==> src/rtl/whack_game_pkg.sv <==
// Shared types and constants for the whack-a-mole game controller.
package whack_game_pkg;

  typedef enum logic [2:0] {
    LOBBY = 3'd0,
    ARM   = 3'd1,
    SHOW  = 3'd2,
    HIT   = 3'd3,
    OVER  = 3'd4
  } state_t;

  localparam logic [2:0] MIF_LOBBY = 3'd0;
  localparam logic [2:0] MIF_OVER  = 3'd7;

  localparam int                 SCORE_W   = 11;
  localparam logic [SCORE_W-1:0] SCORE_MAX = 11'd2047;

  // A box address is a real target when it lies in 1..num_boxes.
  function automatic logic box_in_range(input logic [2:0] addr, input logic [2:0] num_boxes);
    return (addr != 3'd0) && (addr <= num_boxes);
  endfunction

endpackage

==> src/rtl/lfsr_target_gen.sv <==
// Free-running 3-bit Fibonacci LFSR (x^3 + x^2 + 1), seed 3'b001, period 7.
module lfsr_target_gen (
  input  logic       i_clk,
  input  logic       i_rst_n,
  output logic [2:0] o_value
);

  logic [2:0] r_lfsr;

  always_ff @(posedge i_clk or negedge i_rst_n) begin
    if (!i_rst_n) begin
      r_lfsr <= 3'b001;
    end else begin
      r_lfsr <= {r_lfsr[1:0], r_lfsr[2] ^ r_lfsr[1]};
    end
  end

  assign o_value = r_lfsr;

endmodule

==> src/rtl/whack_game_sequencer.sv <==
// Whack-a-mole game controller: lobby, timed rounds with LFSR-picked targets, game-over.
// Define MISS_PENALTY_EN to make wrong-box strikes and window timeouts cost one point.
module whack_game_sequencer
  import whack_game_pkg::*;
#(
  parameter int CLK_HZ       = 50000000,
  parameter int GAME_SECONDS = 60,
  parameter int MOLE_CYCLES  = 75000000,
  parameter int HIT_HOLD     = 12500000,
  parameter int NUM_BOXES    = 6
) (
  input  logic               CLOCK_50,
  input  logic               resetn,
  input  logic               start_game,
  input  logic [2:0]         box_address,
  output logic [2:0]         mif_control_signal,
  output logic [SCORE_W-1:0] score,
  output logic [6:0]         seconds_left,
  output logic               play_sound,
  output logic               lobby_sound,
  output logic               game_over
);

  localparam int PRESC_W = (CLK_HZ > 1) ? $clog2(CLK_HZ) : 1;
  localparam int WIN_W   = $clog2(MOLE_CYCLES + 1);
  localparam int HOLD_W  = $clog2(HIT_HOLD + 1);

  localparam logic [PRESC_W-1:0] PRESC_LAST = PRESC_W'(CLK_HZ - 1);
  localparam logic [WIN_W-1:0]   WIN_LOAD   = WIN_W'(MOLE_CYCLES - 1);
  localparam logic [HOLD_W-1:0]  HOLD_LOAD  = HOLD_W'(HIT_HOLD - 1);
  localparam logic [6:0]         SECS_INIT  = 7'(GAME_SECONDS);
  localparam logic [2:0]         BOX_MAX    = 3'(NUM_BOXES);

  function automatic logic [SCORE_W-1:0] sat_inc(input logic [SCORE_W-1:0] s);
    return (s == SCORE_MAX) ? s : s + SCORE_W'(1);
  endfunction

`ifdef MISS_PENALTY_EN
  function automatic logic [SCORE_W-1:0] sat_dec(input logic [SCORE_W-1:0] s);
    return (s == '0) ? s : s - SCORE_W'(1);
  endfunction
`endif

  state_t               r_state, w_state_n;
  logic [2:0]           r_box_p0, r_box_p1, r_box_p2;
  logic                 r_start_prev;
  logic [2:0]           r_target, w_target_n;
  logic [SCORE_W-1:0]   r_score, w_score_n;
  logic [6:0]           r_secs, w_secs_n;
  logic [PRESC_W-1:0]   r_presc, w_presc_n;
  logic [WIN_W-1:0]     r_window, w_window_n;
  logic [HOLD_W-1:0]    r_hold, w_hold_n;

  logic [2:0]           w_lfsr;
  logic                 w_strike, w_hit, w_start, w_active, w_tick, w_lfsr_ok;

  lfsr_target_gen u_lfsr (
    .i_clk   (CLOCK_50),
    .i_rst_n (resetn),
    .o_value (w_lfsr)
  );

  // Stage p0/p1: two-flop synchroniser; stage p2: previous synced sample for edge detect.
  always_ff @(posedge CLOCK_50 or negedge resetn) begin
    if (!resetn) begin
      r_box_p0     <= 3'd0;
      r_box_p1     <= 3'd0;
      r_box_p2     <= 3'd0;
      r_start_prev <= 1'b0;
    end else begin
      r_box_p0     <= box_address;
      r_box_p1     <= r_box_p0;
      r_box_p2     <= r_box_p1;
      r_start_prev <= start_game;
    end
  end

  assign w_strike  = box_in_range(r_box_p1, BOX_MAX) && (r_box_p2 == 3'd0);
  assign w_hit     = w_strike && (r_box_p1 == r_target);
  assign w_start   = start_game && !r_start_prev;
  assign w_active  = (r_state == ARM) || (r_state == SHOW) || (r_state == HIT);
  assign w_tick    = w_active && (r_presc == PRESC_LAST);
  assign w_lfsr_ok = box_in_range(w_lfsr, BOX_MAX) && (w_lfsr != r_target);

`ifdef MISS_PENALTY_EN
  logic w_wrong;
  assign w_wrong = w_strike && (r_box_p1 != r_target);
`endif

  always_ff @(posedge CLOCK_50 or negedge resetn) begin
    if (!resetn) begin
      r_state <= LOBBY;
    end else begin
      r_state <= w_state_n;
    end
  end

  always_comb begin
    w_state_n  = r_state;
    w_target_n = r_target;
    w_score_n  = r_score;
    w_secs_n   = r_secs;
    w_presc_n  = r_presc;
    w_window_n = r_window;
    w_hold_n   = r_hold;

    case (r_state)
      LOBBY, OVER: begin
        if (w_start) begin
          w_state_n  = ARM;
          w_score_n  = '0;
          w_secs_n   = SECS_INIT;
          w_presc_n  = '0;
          w_target_n = 3'd0;
        end
      end
      ARM: begin
        if (w_lfsr_ok) begin
          w_target_n = w_lfsr;
          w_window_n = WIN_LOAD;
          w_state_n  = SHOW;
        end
      end
      SHOW: begin
        if (w_hit) begin
          w_score_n = sat_inc(r_score);
          w_hold_n  = HOLD_LOAD;
          w_state_n = HIT;
        end else begin
`ifdef MISS_PENALTY_EN
          if (w_wrong || (r_window == '0)) begin
            w_score_n = sat_dec(r_score);
          end
`endif
          if (r_window == '0) begin
            w_state_n = ARM;
          end else begin
            w_window_n = r_window - WIN_W'(1);
          end
        end
      end
      HIT: begin
        if (r_hold == '0) begin
          w_state_n = ARM;
        end else begin
          w_hold_n = r_hold - HOLD_W'(1);
        end
      end
      default: w_state_n = LOBBY;
    endcase

    // Game clock runs only while playing; expiry overrides whatever the round wanted.
    if (w_active) begin
      if (w_tick) begin
        w_presc_n = '0;
        w_secs_n  = r_secs - 7'd1;
        if (r_secs <= 7'd1) begin
          w_state_n = OVER;
        end
      end else begin
        w_presc_n = r_presc + PRESC_W'(1);
      end
    end
  end

  always_ff @(posedge CLOCK_50 or negedge resetn) begin
    if (!resetn) begin
      r_target <= 3'd0;
      r_score  <= '0;
      r_secs   <= SECS_INIT;
      r_presc  <= '0;
      r_window <= '0;
      r_hold   <= '0;
    end else begin
      r_target <= w_target_n;
      r_score  <= w_score_n;
      r_secs   <= w_secs_n;
      r_presc  <= w_presc_n;
      r_window <= w_window_n;
      r_hold   <= w_hold_n;
    end
  end

  always_comb begin
    mif_control_signal = MIF_LOBBY;
    play_sound         = 1'b0;
    lobby_sound        = 1'b0;
    game_over          = 1'b0;
    case (r_state)
      LOBBY: lobby_sound = 1'b1;
      ARM, SHOW: mif_control_signal = r_target;
      HIT: begin
        mif_control_signal = r_target;
        play_sound         = 1'b1;
      end
      OVER: begin
        mif_control_signal = MIF_OVER;
        game_over          = 1'b1;
      end
      default: mif_control_signal = MIF_LOBBY;
    endcase
  end

  assign score        = r_score;
  assign seconds_left = r_secs;

endmodule

==> config.mk <==
export PLATFORM = sky130hd
export DESIGN_NAME = whack_game_sequencer
export DESIGN_NICKNAME = d
export VERILOG_FILES = /design/src/rtl/whack_game_pkg.sv /design/src/rtl/lfsr_target_gen.sv /design/src/rtl/whack_game_sequencer.sv
export SDC_FILE = /design/constraint.sdc
export NUM_CORES = 1
export LEC_CHECK = 0
export ABC_CLOCK_PERIOD_IN_PS = 3950
export CORE_UTILIZATION = 34
export CTS_CLUSTER_DIAMETER = 150
export DETAILED_ROUTE_END_ITERATION = 8
export GPL_ROUTABILITY_DRIVEN = 0
export HOLD_SLACK_MARGIN = 0.1
export SKIP_LAST_GASP = 1
export SLEW_MARGIN = 25
export SYNTH_ARGS = -nofsm -noshare
export SYNTH_HDL_FRONTEND = slang
export SYNTH_SLANG_ARGS = --single-unit
export TNS_END_PERCENT = 100
==> constraint.sdc <==
create_clock -name CLOCK_50 -period 3.95 [get_ports CLOCK_50]
set_input_delay 0.79 -clock CLOCK_50 [delete_from_list [all_inputs] [get_ports CLOCK_50]]
set_output_delay 0.79 -clock CLOCK_50 [all_outputs]
set_load 0.01 [all_outputs]
== Word level (Yosys, flattened, before mapping) ==
Cells that the tools add are included.
Storage, ports and cells
  register bits after elaboration: 114
  input bits: 6
  output and inout bits: 24
  logic and storage cells: 100
Operators by class
  $add $sub $neg: 5
  $lt $le $gt $ge: 3
  equality and inequality tests: 15
  multiplexer cells: 35
  bitwise operators: 1
  reduce and logical (&&, ||, !) cells: 29
Operators with widths (count)
  2-to-1 mux 26 bit: 4
  2-to-1 mux 27 bit: 3
  case mux 27 bit (2 select lines): 1
  2-to-1 mux 24 bit: 2
  case mux 24 bit (2 select lines): 1
  2-to-1 mux 11 bit: 3
  2-to-1 mux 3 bit: 10
  2-to-1 mux 7 bit: 4
  logical NOT 27 bit: 1
  subtractor 27 x 1 -> 27 bit (second input constant): 1
  adder 26 x 1 -> 26 bit (second input constant): 1
  equality test 26 bit (second input constant): 1
  logical NOT 24 bit: 1
  subtractor 24 x 1 -> 24 bit (second input constant): 1
  case mux 11 bit (2 select lines): 1
  inequality test 2 bit (second input constant): 7
  case mux 3 bit (2 select lines): 2
  case mux 3 bit (4 select lines): 1
  nonzero test 2 bit: 6
  adder 11 x 1 -> 11 bit (second input constant): 1
  equality test 11 bit (second input constant): 1
  AND reduction 4 bit: 2
  <= comparator 7 x 1 -> 1 bit (second input constant): 1
  logical AND 1 bit: 7
  other kinds (17): 25

== Longest topological paths before layout ==
  word-level depth: 9
  mapped depth: 9
  gate-level depth less buffers: 8

== By module ==
Synthesis repeated with hierarchy kept, for this count alone.
Unflattened totals
  cells, all modules: 638
  area total of the unflattened synthesis: 6027.0 um2
By module, submodules not included
  whack_game_sequencer: instances 1, cells an instance 634, area an instance 5941.9 um2, sequential area each 2782.7 um2
  lfsr_target_gen: instances 1, cells an instance 4, area an instance 85.1 um2, sequential area each 76.3 um2

== Least setup slack after synthesis ==
OpenSTA, ideal clock, no wires.
  kind: register -> register
  start point: register u_lfsr.r_lfsr[1] (netlist: u_lfsr.o_value[1])
  end point: register r_window[16]
  library setup time: 136 ps
  arrival time: 2124 ps
  required time: 3814 ps
  path slack: 1689 ps
  stages on the path, launching flop included: 9
  path buffers: 1
  clock period less this slack: 2261 ps
  cells stage by stage: dfrtp_1 > ha_1 > o21bai_1 > a221oi_1 > and3_1 > clkbuf_1 > nor2_1 > o41ai_1 > a21oi_1
Between the ends
  word-level cells in the longest chain between the ends: 5
  elaborated cells on any way between the ends: 7
  those cells by class: order compare: 1; eq/ne: 2; reduce/logical: 4
RTL lines
  from (decl): line lfsr_target_gen.sv:8  | logic [2:0] r_lfsr;
  from (signal assigned): line lfsr_target_gen.sv:14  | r_lfsr <= {r_lfsr[1:0], r_lfsr[2] ^ r_lfsr[1]};
  <= comparator 3 bit / nonzero test 3 bit (equally long branches): line whack_game_pkg.sv:20  | return (addr != 3'd0) && (addr <= num_boxes);
  logical AND 1 bit: line whack_game_pkg.sv:20
  logical AND 1 bit (*): line whack_game_sequencer.sv:83  | assign w_lfsr_ok = box_in_range(w_lfsr, BOX_MAX) && (w_lfsr != r_target);
  inequality test 2 bit (no source line) (*)
  AND reduction 4 bit (no source line) (*)
  to (signal assigned): line whack_game_sequencer.sv:179  | r_window <= w_window_n;
  to (decl): line whack_game_sequencer.sv:51  | logic [WIN_W-1:0] r_window, w_window_n;
Mark *: on every way between the ends. The rest lies on a longest branch, timed or not.
A chain may end at the register's enable or synchronous reset.

== Worst setup path after layout ==
  start point: register r_state[1]
  end point: output port mif_control_signal[0]
Between the ends
  word-level cells in the longest chain between the ends: 3
  elaborated cells on any way between the ends: 6
  those cells by class: eq/ne: 4; mux: 1; reduce/logical: 1
RTL lines
  from (decl): line whack_game_sequencer.sv:44  | state_t r_state, w_state_n;
  from (signal assigned): line whack_game_sequencer.sv:94  | r_state <= w_state_n;
  equality test 3 x 1 -> 1 bit / equality test 3 x 2 -> 1 bit (equally long branches): line whack_game_sequencer.sv:189  | case (r_state)
  OR reduction 3 bit (no source line)
  case mux 3 bit (2 select lines) (*): line whack_game_sequencer.sv:189
  to (decl): line whack_game_sequencer.sv:16  | output logic [2:0] mif_control_signal,
Marks and branches as above.

==> impl_metrics.env <==
export IMPL_cp_end_kind="output pin"
export IMPL_finalNonFillerCells=882
export IMPL_cts_resized=0
export IMPL_dr_total_vias=4681
export IMPL_num_antenna_cells=0
export IMPL_slew_headroom_pct=34.82
export IMPL_power_leakage_nw=3.164
export IMPL_clockRootBuffer="clkbuf_16"
export IMPL_overflow=0
export IMPL_cts_sinks=114
export IMPL_fin_worst_skew_ns=0.008635
export IMPL_die_area_um2=17520
export IMPL_dieWidth_um=132.4
export IMPL_path_cells="nor2_1 > nor2_1 > a21o_1 > clkdlybuf4s50_1"
export IMPL_syn_cell_area_um2=5778
export IMPL_max_vdd_ir_drop_mv=0.3358
export IMPL_nets=664
export IMPL_grt_pass1_wl_um=21910
export IMPL_ctsHtreeMaxLevel=4
export IMPL_nFillCells=1635
export IMPL_slew_violations=0
export IMPL_numPortBuffers=29
export IMPL_place_hpwl_um=8697
export IMPL_setup_violations=0
export IMPL_power_per_cell_area_nw_per_um2=471.3
export IMPL_place_inst=849
export IMPL_drc=0
export IMPL_antenna_found_initial=0
export IMPL_fin_crit_sh_pct=78.95
export IMPL_finalSetupTns_ns=0
export IMPL_ant_nets=0
export IMPL_grt_pass1_vias=4612
export IMPL_drt_total_wl_um=13060
export IMPL_start_util_pct=34.84
export IMPL_cap_violations=0
export IMPL_mostFrequentLayoutCell="dfrtp_1"
export IMPL_synth_edf_count=0
export IMPL_synth_cells=608
export IMPL_worstPathRequired_ns=3.16
export IMPL_insertion_delay_ns=0.41
export IMPL_synthArstFlopShare_pct=100.0
export IMPL_synth_nets=623
export IMPL_worstMarginPinSlew_ns=0.9688
export IMPL_worstPathMaxFanout=9
export IMPL_ys_seq_area_share_pct=49.48
export IMPL_seq_area_um2=2859
export IMPL_drive_above_1_share_pct=8.761
export IMPL_cts_tree="yes"
export IMPL_yosys_warnings=0
export IMPL_hp_class="in -> async"
export IMPL_cts_buffer_depth=2
export IMPL_hold_viol_final=0
export IMPL_area_growth_pct=20.92
export IMPL_grt_start_max_net_pins=71
export IMPL_clkTransAtPathRegs_ns=0.06
export IMPL_cts_hold_buf=0
export IMPL_final_cell_mix="dfrtp_1 (109), nand2_1 (64), nor2_1 (57), o21ai_0 (51), nand3_1 (36)"
export IMPL_die_h_um=132.4
export IMPL_rows=47
export IMPL_path_class="reg -> out"
export IMPL_slowest_stage="dfrtp_1"
export IMPL_cts_setup_buffers=0
export IMPL_wl_per_cell_um=14.80
export IMPL_max_stage_delay_ns=0.54
export IMPL_synth_cell_types=61
export IMPL_max_freq_ghz=0.3207
export IMPL_vias_per_cell=5.307
export IMPL_track_usage_pct=15.61
export IMPL_ios=30
export IMPL_syn_avg_cell_area_um2=9.503
export IMPL_critPathArrivalTime_ns=2.33
export IMPL_core_region_area_um2=16580
export IMPL_synth_seq_cells=114
export IMPL_drt_first_pass_iters=4
export IMPL_outcome="complete, no violations"
export IMPL_crit_path_frequent_cell="nor2_1"
export IMPL_rsz0062_at_grt="no"
export IMPL_post_route_min_period_ns=3.118
export IMPL_synth_main_ff_cell="dfrtp_1"
export IMPL_multi_input_area_um2=2804
export IMPL_start_kind="flop"
export IMPL_drtIter0Drc=205
export IMPL_cts_buffers=17
power breakdown:
group          total [W]  internal [W]  switching (W)
clock            0.00160       0.00107       0.000534
sequential       0.00138       0.00126       0.000116
combinational   0.000313      0.000143       0.000171
per-layer routing:
metal | global-route usage (%) | share of wire [%] | vias up
met5 | 0 | 0 | -
met4 | 6.960 | 1.6 | 0
met3 | 3.845 | 2.8 | 18
met2 | 27.98 | 51 | 54
li1 | - | - | 2287
met1 | 17.43 | 44 | 2322
cells by family (layout without fill, tap and decap cells):
logic type	after synthesis	count (layout)	share of synthesized area (%)
buf+inv	29	83	1.992
mux	3	3	0.5414
fa+ha+maj	9	9	1.949
compound gates	121	121	12.91
xor+xnor	49	49	7.428
flops	114	114	49.48
simple gates	283	283	25.70
registers in the layout, summed over array words and instances, names as in the netlist:
signal / count
r_hold: 24
seconds_left: 7
r_box_p0: 3
score: 11
r_box_p2: 3
r_start_prev: 1
r_box_p1: 3
r_presc: 26
u_lfsr.o_value: 3
r_state: 3
r_target: 3
r_window: 27
worst max-delay path: cells and delay by family (launching register included):
family | cells | cell delay, ns
buf+inv | 1 | 0.54
flops | 1 | 0.54
simple gates | 2 | 0.64
compound gates | 1 | 0.20
area by class of cell:
| class | count | share of cell area, % |
|---|---|---|
| clock buffers | 22 | 6.501 |
| clock inverters | 10 | 2.256 |
| inverters | 13 | 0.6984 |
| multi-input cells | 465 | 40.13 |
| flip-flops and latches | 114 | 40.92 |
| well taps | 220 | 3.940 |
| repair buffers | 38 | 5.552 |
stage by stage:
stage / cell area [um2] / hold WS (ns) / setup WS (ns) / total power (W) / util [%]
CTS: 6959 / 0.3453 / 0.7604 / 0.003328 / 41.96
global route: 6987 / 0.2676 / 0.7089 / 0.003426 / 42.13
detailed placement: 6347 / 0.3347 / 0.9274 / 0.001707 / 38.28
finish: 6987 / 0.2637 / 0.8316 / 0.003293 / 42.13
global placement: 6347 / 0.3367 / 1.039 / 0.001690 / 38.28
floorplan: 5778 / 0.3312 / 1.689 / 0.001571 / -
synthesized netlist by cell type (3+ instances only):
library cell	instances	area, um2
nor2b_1	5	31.28
xor2_1	15	131.4
nand4_1	9	56.30
buf_2	5	25.02
o21ai_1	3	15.01
and3_1	15	93.84
o21ai_0	51	255.2
ha_1	9	112.6
a31oi_1	7	43.79
a21oi_1	19	95.09
xnor2_1	34	297.8
clkbuf_1	9	33.78
inv_1	13	48.80
a21o_1	4	30.03
nor3_1	29	145.1
nand2b_1	4	25.02
or2_2	4	25.02
nor2_1	57	214.0
nand3b_1	4	30.03
o31ai_1	8	60.06
nand3_1	36	180.2
nor4_1	18	112.6
dfrtp_1	109	2728
or3_1	15	93.84
o311ai_0	3	26.28
nand2_1	64	240.2
a211oi_1	4	30.03
o41ai_1	6	52.55
and4_1	4	35.03
nand4b_1	3	26.28
nor3b_1	3	22.52
dfstp_2	5	131.4
final timing paths:
| check | startpoint | to | slack [ns] | cells after the start |
|---|---|---|---|---|
| max in group asynchronous | resetn | u_lfsr.o_value[0] | 3.08 | 2 |
| worst max register to register | u_lfsr.o_value[1] | r_window[9] | 1.22 | 7 |
| worst min register to register | r_box_p0[0] | r_box_p1[0] | 0.34 | 0 |
| min in group CLOCK_50 | r_box_p0[0] | r_box_p1[0] | 0.34 | 0 |
| worst min-delay path | resetn | r_window[7] | 0.26 | 1 |
| worst max-delay path | r_state[1] | mif_control_signal[0] | 0.83 | 4 |
(Power assumes the default switching activity.)
